<file path="config.mk">
export PLATFORM = sky130hd
export DESIGN_NAME = mem_access_unit
export DESIGN_NICKNAME = d
export VERILOG_FILES = /design/src/rtl/mem_access_pkg.sv /design/src/rtl/mem_lane_align.sv /design/src/rtl/mem_access_unit.sv
export SDC_FILE = /design/constraint.sdc
export NUM_CORES = 1
export LEC_CHECK = 0
export CAP_MARGIN = 20
export CORE_UTILIZATION = 45
export CTS_BUF_LIST = sky130_fd_sc_hd__clkbuf_4
export DETAILED_ROUTE_END_ITERATION = 8
export GPL_ROUTABILITY_DRIVEN = 0
export PLACE_DENSITY = 0.78
export SLEW_MARGIN = 20
export SYNTH_ARGS = -nofsm -noshare
export SYNTH_HDL_FRONTEND = slang
export SYNTH_HIERARCHICAL = 1
export SYNTH_SLANG_ARGS = --single-unit
</file>
<file path="constraint.sdc">
create_clock -name clk -period 5.3 [get_ports clk]
set_clock_uncertainty 0.2 [all_clocks]
set_input_delay 1.06 -clock clk [delete_from_list [all_inputs] [get_ports clk]]
set_output_delay 1.06 -clock clk [all_outputs]
set_load 0.03 [all_outputs]
</file>
<file path="src/rtl/mem_access_pkg.sv">
// Shared size codes, FSM state encoding and alignment rule for the data-memory access unit.
package mem_access_pkg;

  typedef logic [1:0] size_t;

  localparam size_t SZ_BYTE = 2'b00;
  localparam size_t SZ_HALF = 2'b01;
  localparam size_t SZ_WORD = 2'b10;

  localparam logic [2:0] ST_IDLE      = 3'd0;
  localparam logic [2:0] ST_READ      = 3'd1;
  localparam logic [2:0] ST_WRITE     = 3'd2;
  localparam logic [2:0] ST_RMW_WRITE = 3'd3;
  localparam logic [2:0] ST_RESP      = 3'd4;

  // Reserved size code 2'b11 is treated as misaligned so it takes the error path.
  function automatic logic is_misaligned(input size_t size, input logic [1:0] offset);
    case (size)
      SZ_BYTE: is_misaligned = 1'b0;
      SZ_HALF: is_misaligned = offset[0];
      SZ_WORD: is_misaligned = (offset != 2'b00);
      default: is_misaligned = 1'b1;
    endcase
  endfunction

endpackage

</file>
<file path="src/rtl/mem_lane_align.sv">
// Big-endian lane extraction (with sign/zero extension) and sub-word merge for read-modify-write stores.
module mem_lane_align
  import mem_access_pkg::*;
(
  input  logic [31:0] word,
  input  logic [31:0] wdata,
  input  logic [1:0]  offset,
  input  size_t       size,
  input  logic        is_unsigned,
  output logic [31:0] load_data,
  output logic [31:0] merged
);

  logic [4:0]  shamt;
  logic [31:0] lane_mask;
  logic [31:0] lane_raw;

  always_comb begin
    // Offset 0 is the most significant lane, so the shift shrinks as the offset grows.
    lane_mask = 32'h0000_00ff;
    shamt     = {~offset, 3'b000};
    if (size == SZ_HALF) begin
      lane_mask = 32'h0000_ffff;
      shamt     = {~offset[1], 4'b0000};
    end else if (size == SZ_WORD) begin
      lane_mask = 32'hffff_ffff;
      shamt     = 5'd0;
    end

    lane_raw  = (word >> shamt) & lane_mask;
    load_data = lane_raw;
    if (!is_unsigned) begin
      if (size == SZ_BYTE && lane_raw[7]) begin
        load_data = lane_raw | 32'hffff_ff00;
      end else if (size == SZ_HALF && lane_raw[15]) begin
        load_data = lane_raw | 32'hffff_0000;
      end
    end

    merged = (word & ~(lane_mask << shamt)) | ((wdata & lane_mask) << shamt);
  end

endmodule

</file>
<file path="src/rtl/mem_access_unit.sv">
// Load/store initiator for the 256x8 big-endian data memory: one request in flight,
// sub-word stores via read-modify-write, misaligned/reserved requests answered with an error.
module mem_access_unit
  import mem_access_pkg::*;
#(
  parameter int ADDR_W = 8
) (
  input  logic              clk,
  input  logic              reset,
  input  logic              req_valid,
  output logic              req_ready,
  input  logic              req_write,
  input  logic [1:0]        req_size,
  input  logic              req_unsigned,
  input  logic [ADDR_W-1:0] req_addr,
  input  logic [31:0]       req_wdata,
  output logic              resp_valid,
  input  logic              resp_ready,
  output logic [31:0]       resp_rdata,
  output logic              resp_err,
  output logic              mem_write,
  output logic              mem_read,
  output logic [ADDR_W-1:0] mem_addr,
  output logic [31:0]       mem_wdata,
  input  logic [31:0]       mem_rdata
);

  logic [2:0]        state_q, state_d;
  logic [1:0]        off_q, off_d;
  size_t             size_q, size_d;
  logic              write_q, write_d;
  logic              uns_q, uns_d;
  logic [31:0]       wdata_q, wdata_d;
  logic [31:0]       rdata_q, rdata_d;
  logic              err_q, err_d;
  logic [ADDR_W-1:0] mem_addr_q, mem_addr_d;

  logic [31:0] load_data;
  logic [31:0] merged;

  mem_lane_align u_align (
    .word        (mem_rdata),
    .wdata       (wdata_q),
    .offset      (off_q),
    .size        (size_q),
    .is_unsigned (uns_q),
    .load_data   (load_data),
    .merged      (merged)
  );

  always_comb begin
    state_d    = state_q;
    off_d      = off_q;
    size_d     = size_q;
    write_d    = write_q;
    uns_d      = uns_q;
    wdata_d    = wdata_q;
    rdata_d    = rdata_q;
    err_d      = err_q;
    mem_addr_d = mem_addr_q;
    case (state_q)
      ST_IDLE: begin
        if (req_valid) begin
          off_d   = req_addr[1:0];
          size_d  = req_size;
          write_d = req_write;
          uns_d   = req_unsigned;
          wdata_d = req_wdata;
          rdata_d = '0;
          err_d   = 1'b0;
          if (is_misaligned(req_size, req_addr[1:0])) begin
            err_d   = 1'b1;
            state_d = ST_RESP;
          end else begin
            mem_addr_d = {req_addr[ADDR_W-1:2], 2'b00};
            state_d    = (req_write && req_size == SZ_WORD) ? ST_WRITE : ST_READ;
          end
        end
      end
      ST_READ: begin
        // wdata_q doubles as the merged-word holder for the RMW write cycle.
        if (write_q) begin
          wdata_d = merged;
          state_d = ST_RMW_WRITE;
        end else begin
          rdata_d = load_data;
          state_d = ST_RESP;
        end
      end
      ST_WRITE, ST_RMW_WRITE: state_d = ST_RESP;
      ST_RESP: begin
        if (resp_ready) state_d = ST_IDLE;
      end
      default: state_d = ST_IDLE;
    endcase
  end

  always_ff @(posedge clk) begin
    if (reset) begin
      state_q    <= ST_IDLE;
      off_q      <= 2'b00;
      size_q     <= SZ_BYTE;
      write_q    <= 1'b0;
      uns_q      <= 1'b0;
      wdata_q    <= '0;
      rdata_q    <= '0;
      err_q      <= 1'b0;
      mem_addr_q <= '0;
    end else begin
      state_q    <= state_d;
      off_q      <= off_d;
      size_q     <= size_d;
      write_q    <= write_d;
      uns_q      <= uns_d;
      wdata_q    <= wdata_d;
      rdata_q    <= rdata_d;
      err_q      <= err_d;
      mem_addr_q <= mem_addr_d;
    end
  end

  assign req_ready  = (state_q == ST_IDLE);
  assign resp_valid = (state_q == ST_RESP);
  assign resp_rdata = rdata_q;
  assign resp_err   = err_q;
  assign mem_read   = (state_q == ST_READ);
  // A write cycle overlapping reset must not reach the memory.
  assign mem_write  = (state_q == ST_WRITE || state_q == ST_RMW_WRITE) && !reset;
  assign mem_addr   = mem_addr_q;
  assign mem_wdata  = wdata_q;

endmodule

</file>
Word level (Yosys, flattened, before mapping)
Cells that the tools add are included.
{ "totals": {"register_bits": 80, "input_bits": 80, "out_inout_bits": 77, "wordCells": 72} }
{ "op_classes": {"n_eq_ne": 12, "shift": 3, "mux": 23, "bitwise": 8, "n_reduce_logical": 17} }
{ "ops": {"columns": ["operator", "count"], "rows": [
  ["$mux 32", 9],
  ["$pmux 32 s2", 2],
  ["$and 32x32->32", 3],
  ["$shl 32x5->32", 2],
  ["$not 32->32", 1],
  ["$or 32x32->32", 1],
  ["$shr 32x5->32", 1],
  ["$mux 3", 4],
  ["$pmux 3 s4", 1],
  ["$mux 5", 2],
  ["$reduce_and 3->1", 3],
  ["$eq 3x2->1 const B", 2],
  ["$eq 2x1->1 const B", 2],
  ["$eq 2x2->1 const B", 2],
  ["$logic_and 1x1->1", 4],
  ["$logic_not 2->1", 2],
  ["$ne 2x1->1 const B", 2],
  ["$ne 2x2->1 const B", 2],
  ["$reduce_and 2->1", 2],
  ["$reduce_bool 2->1", 2],
  ["$eq 3x1->1 const B", 1],
  ["$eq 3x3->1 const B", 1],
  ["$logic_not 3->1", 1],
  ["$mux 1", 3],
  ["other kinds (7)", 8]
]} }

Longest topological paths before layout
{ "logic_depth": {"word_depth": 11, "ltp_mapped": 11, "ltp_nobuf": 8} }

By module
The synthesis kept the hierarchy.
{ "modules_own_cells": {"columns": ["module", "n_inst", "cells_each", "area_per_inst_um2", "seq_area_each_um2"], "rows": [
  ["mem_access_unit", 1, 343, 3239.4, 1601.5],
  ["mem_lane_align", 1, 270, 1576.5, 0.0]
]} }

Worst setup path after synthesis
Ideal clock, no wire load.
{ "synth_timing": {"path_kind": "input -> output", "startpoint": "input port reset", "endpoint": "output port mem_write", "t_arrival_ps": 2176, "required_ps": 4040, "path_slack_ps": 1864, "cell_stages": 3, "path_buffers": 2, "cell_sequence": "clkbuf_1 -> clkbuf_1 -> nor3b_1"} }
{ "synth_between": {"elab_chain_cells": 2} }
{ "synth_rtl": {"columns": ["element", "line", "rtl"], "rows": [
  ["start, declared", "mem_access_unit.sv:9", "input logic reset,"],
  ["$logic_not 1->1", "mem_access_unit.sv:128", "assign mem_write = (state_q == ST_WRITE || state_q == ST_RMW_WRITE) && !reset;"],
  ["$logic_and 1x1->1", "mem_access_unit.sv:128", null],
  ["end, declared", "mem_access_unit.sv:21", "output logic mem_write,"]
]} }
Every way passes these cells.

Final worst setup path
{ "layout_timing": {"startpoint": "register state_q[1]", "endpoint": "output port mem_read"} }
{ "layout_between": {"elab_chain_cells": 1} }
{ "layout_rtl": {"columns": ["element", "line", "rtl"], "rows": [
  ["start, declared", "mem_access_unit.sv:28", "logic [2:0] state_q, state_d;"],
  ["start signal, assigned", "mem_access_unit.sv:110", "state_q <= state_d;"],
  ["$eq 3x1->1", "mem_access_unit.sv:126", "assign mem_read = (state_q == ST_READ);"],
  ["end, declared", "mem_access_unit.sv:22", "output logic mem_read,"]
]} }
Every way passes these cells.

==> reports/metrics.csv <==
stage,metric,value,unit
cells_and_area,antenna cell count,0,
die,site row count,37,
worst_setup_path,kind of cell adding the most delay to the critical path,buffers and inverters,
timing,RSZ-0062 raised after global routing,false,
synthesis,sequential share of the synthesized area,33.26,%
hold_path,worst min-delay path class,reg2reg,
place,Placed Cells,855,
synthesis,Yosys reg bits,80,
clock_network,Bufs on Longest Clock Path,2,
power_and_ir_drop,leakage,0.002258,µW
worst_setup_path,crit-path max FO,35,
cells_and_area,layout cell share with drive strength beyond 1,6.259,%
global_route,Global Route Usage Sum,28.35,%
synthesis,Syn. warnings,6,
synthesis,Netlist cell types,51,
global_route,largest net degree at the start of global routing,80,
synthesis,Async SR Flop Fraction,0,%
worst_setup_path,CP bufs+invs,2,
synthesis,Post-Syn Area,4816,µm²
power_and_ir_drop,power per cell area,258.1,nW/µm²
worst_setup_path,CP Data Arrival Time,2.53,ns
clock_network,TritonCTS clock tree,yes,
clock_network,H-tree levels,3,
route,Vias,5231,
timing,FMAX,264.0,MHz
die,Die H,105.5,µm
synthesis,Synth Instances,613,
outcome,status,completed,
timing,min Tclk post-route,3.788,ns
cells_and_area,Seq. cell area,1602,µm²
timing,Worst Slack Setup Final,1.512,ns
timing,Final Slew Violations,0,
worst_setup_path,Crit-path slowest cell,clkdlybuf4s50_1,
synthesis,number of synthesized flops with an enable pin,0,
timing,actual transition at the worst max-transition pin,0.9173,ns
timing,final period utilization,71.47,%
cells_and_area,total of fill cells in the finished design,949,
clock_network,clock slew at reported path FFs,0.13,ns
global_route,initial antenna violation count,0,
cells_and_area,area added between synthesis and finish,32.14,%
cells_and_area,"commonest non-fill, non-tap cells in the layout","153 x clkdlybuf4s50_1, 87 x nor2_1, 80 x dfxtp_1, 73 x nand2_1, 59 x a21oi_1",
place,Port Buffers,154,
die,die area,11120,µm²
cells_and_area,Post-Layout Cell Count,871,
die,I/O Pins,157,
worst_setup_path,CP max stage delay,0.79,ns
place,Post-Place Worst Slack,1.787,ns
route,Vias/cell,6.006,
route,ANT nets after route,0,
worst_setup_path,crit end category,output pin,
worst_setup_path,critical path class,reg2out,
global_route,global-route wire length before repair,24950,µm
route,WL/cell,18.10,µm
timing,Final setup violation count,0,
synthesis,Mapped Avg Cell Area,7.856,µm²
place,detailed-placement wirelength estimate,11700,µm
die,Starting Density,46.44,%
route,DRC Markers,0,
clock_network,Root Driver,clkbuf_4,
timing,setup TNS,0,ns
clock_network,hold_buf cts,0,
die,total core area,10370,µm²
clock_network,Post-CTS Repair Setup Buffers,0,
timing,Hold Slack,0.2688,ns
route,number of DRC markers in iteration 0,581,
synthesis,prevailing post-synth register cell,dfxtp_1,
cells_and_area,final core occ,61.37,%
global_route,vias in the first global route,4861,
route,Detailed Routing Iterations Pass 1,7,
cells_and_area,area used by multi-input combinational logic,2854,µm²
flow_run,total of max-cap violations,0,
timing,Final Hold Viols,0,
route,drt total wl,15770,µm
global_route,global route overflow,0,
worst_setup_path,CP Data Required Time,4.04,ns
worst_setup_path,crit start category,flop,
clock_network,worst-skew pair later-pin latency,0.42,ns
power_and_ir_drop,maximum vdd ir drop,0.1886,mV
timing,slew margin rel.,38.62,%
clock_network,clk sinks,80,
clock_network,CTS Buf Count,9,
clock_network,post_cts resized,0,
die,die width,105.5,µm
cells_and_area,fin nets,813,
worst_setup_path,critical path cell sequence,"nor2_2, and2_2, buf_4, clkdlybuf4s50_1",
cells_and_area,"commonest non-fill, non-tap cell in the layout",clkdlybuf4s50_1,
==> per-layer routing <==
metal | wire [µm] | global-route usage, % | part of all wire [%] | vias to the layer above
met5 | 0 | 0 | 0 | -
met4 | 565 | 12.17 | 3.6 | 0
met3 | 1469 | 5.009 | 9.3 | 57
met2 | 7024 | 43.84 | 45 | 303
met1 | 6706 | 38.65 | 43 | 2415
li1 | - | - | - | 2456
==> synth_stat cells (all sizes together) (3+ instances only) <==
master	number	area share, %
nand2	73	5.7
and2	4	0.55
nor3	6	0.83
mux2	8	1.9
a221o	8	1.7
o221ai	22	4.0
a22oi	46	7.2
nor2b	6	0.78
ha	3	0.78
a21oi	59	6.1
o21a	3	0.47
clkbuf	22	1.7
nor2	89	7.0
a211oi	32	5.4
buf	32	5.1
nand2b	5	0.65
mux2i	32	6.7
dfxtp	80	33
and3	8	1.0
nand3	22	2.3
o21ai	19	2.0
inv	13	1.0
==> registers in the layout, summed over array words and instances (netlist names) <==
name / flops
write_q: 1
uns_q: 1
resp_err: 1
resp_rdata: 32
mem_addr: 6
size_q: 2
mem_wdata: 32
off_q: 2
state_q: 3
==> where the power goes <==
part	internal, µW	switching [µW]
combinational	257	376
clock	98.4	213
sequential	646	51.1
total	1000	641
==> logic make-up (layout without fill, tap and decap cells) <==
| group | after synthesis | count (layout) | synth area share [%] |
|---|---|---|---|
| adder cells (fa/ha/maj) | 3 | 3 | 0.7795 |
| buffers and inverters | 68 | 189 | 7.976 |
| AND/OR/NAND/NOR | 222 | 222 | 20.34 |
| other | 1 | 2 | 0.07787 |
| AO/OA/AOI/OAI | 199 | 199 | 29.05 |
| multiplexers | 40 | 40 | 8.522 |
| flip-flops | 80 | 80 | 33.26 |
==> final cells by class <==
type / instances / area share [%]
multi-input cells: 466 / 44.85
flip-flops and latches: 80 / 25.17
repair buffers: 159 / 24.73
well taps: 136 / 2.674
clock buffers: 10 / 1.180
inverters: 14 / 0.8258
clock inverters: 6 / 0.5702
==> path summary, 6_finish.rpt <==
path / start / to / slack (ns) / cells past startpoint
setup / recovery: state_q[1] / mem_read / 1.51 / 4
hold / removal: mem_addr[7] / mem_addr[7] / 0.27 / 2
hold reg to reg: mem_addr[7] / mem_addr[7] / 0.27 / 2
setup reg to reg: size_q[1] / mem_wdata[27] / 2.21 / 7
==> through the flow <==
step / power, µW / cell area (µm²)
global placement: 1314 / 6237
global route: 1728 / 6364
CTS: 1637 / 6356
floorplan: 1108 / 4820
detailed placement: 1330 / 6245
finish: 1642 / 6364
==> worst min-delay path, stage by stage (launching register included) <==
cell,delay (ns)
dfxtp_1,0.33
nand2_1,0.05
a21oi_1,0.05
No activity file was read; power rests on OpenSTA's default activity.
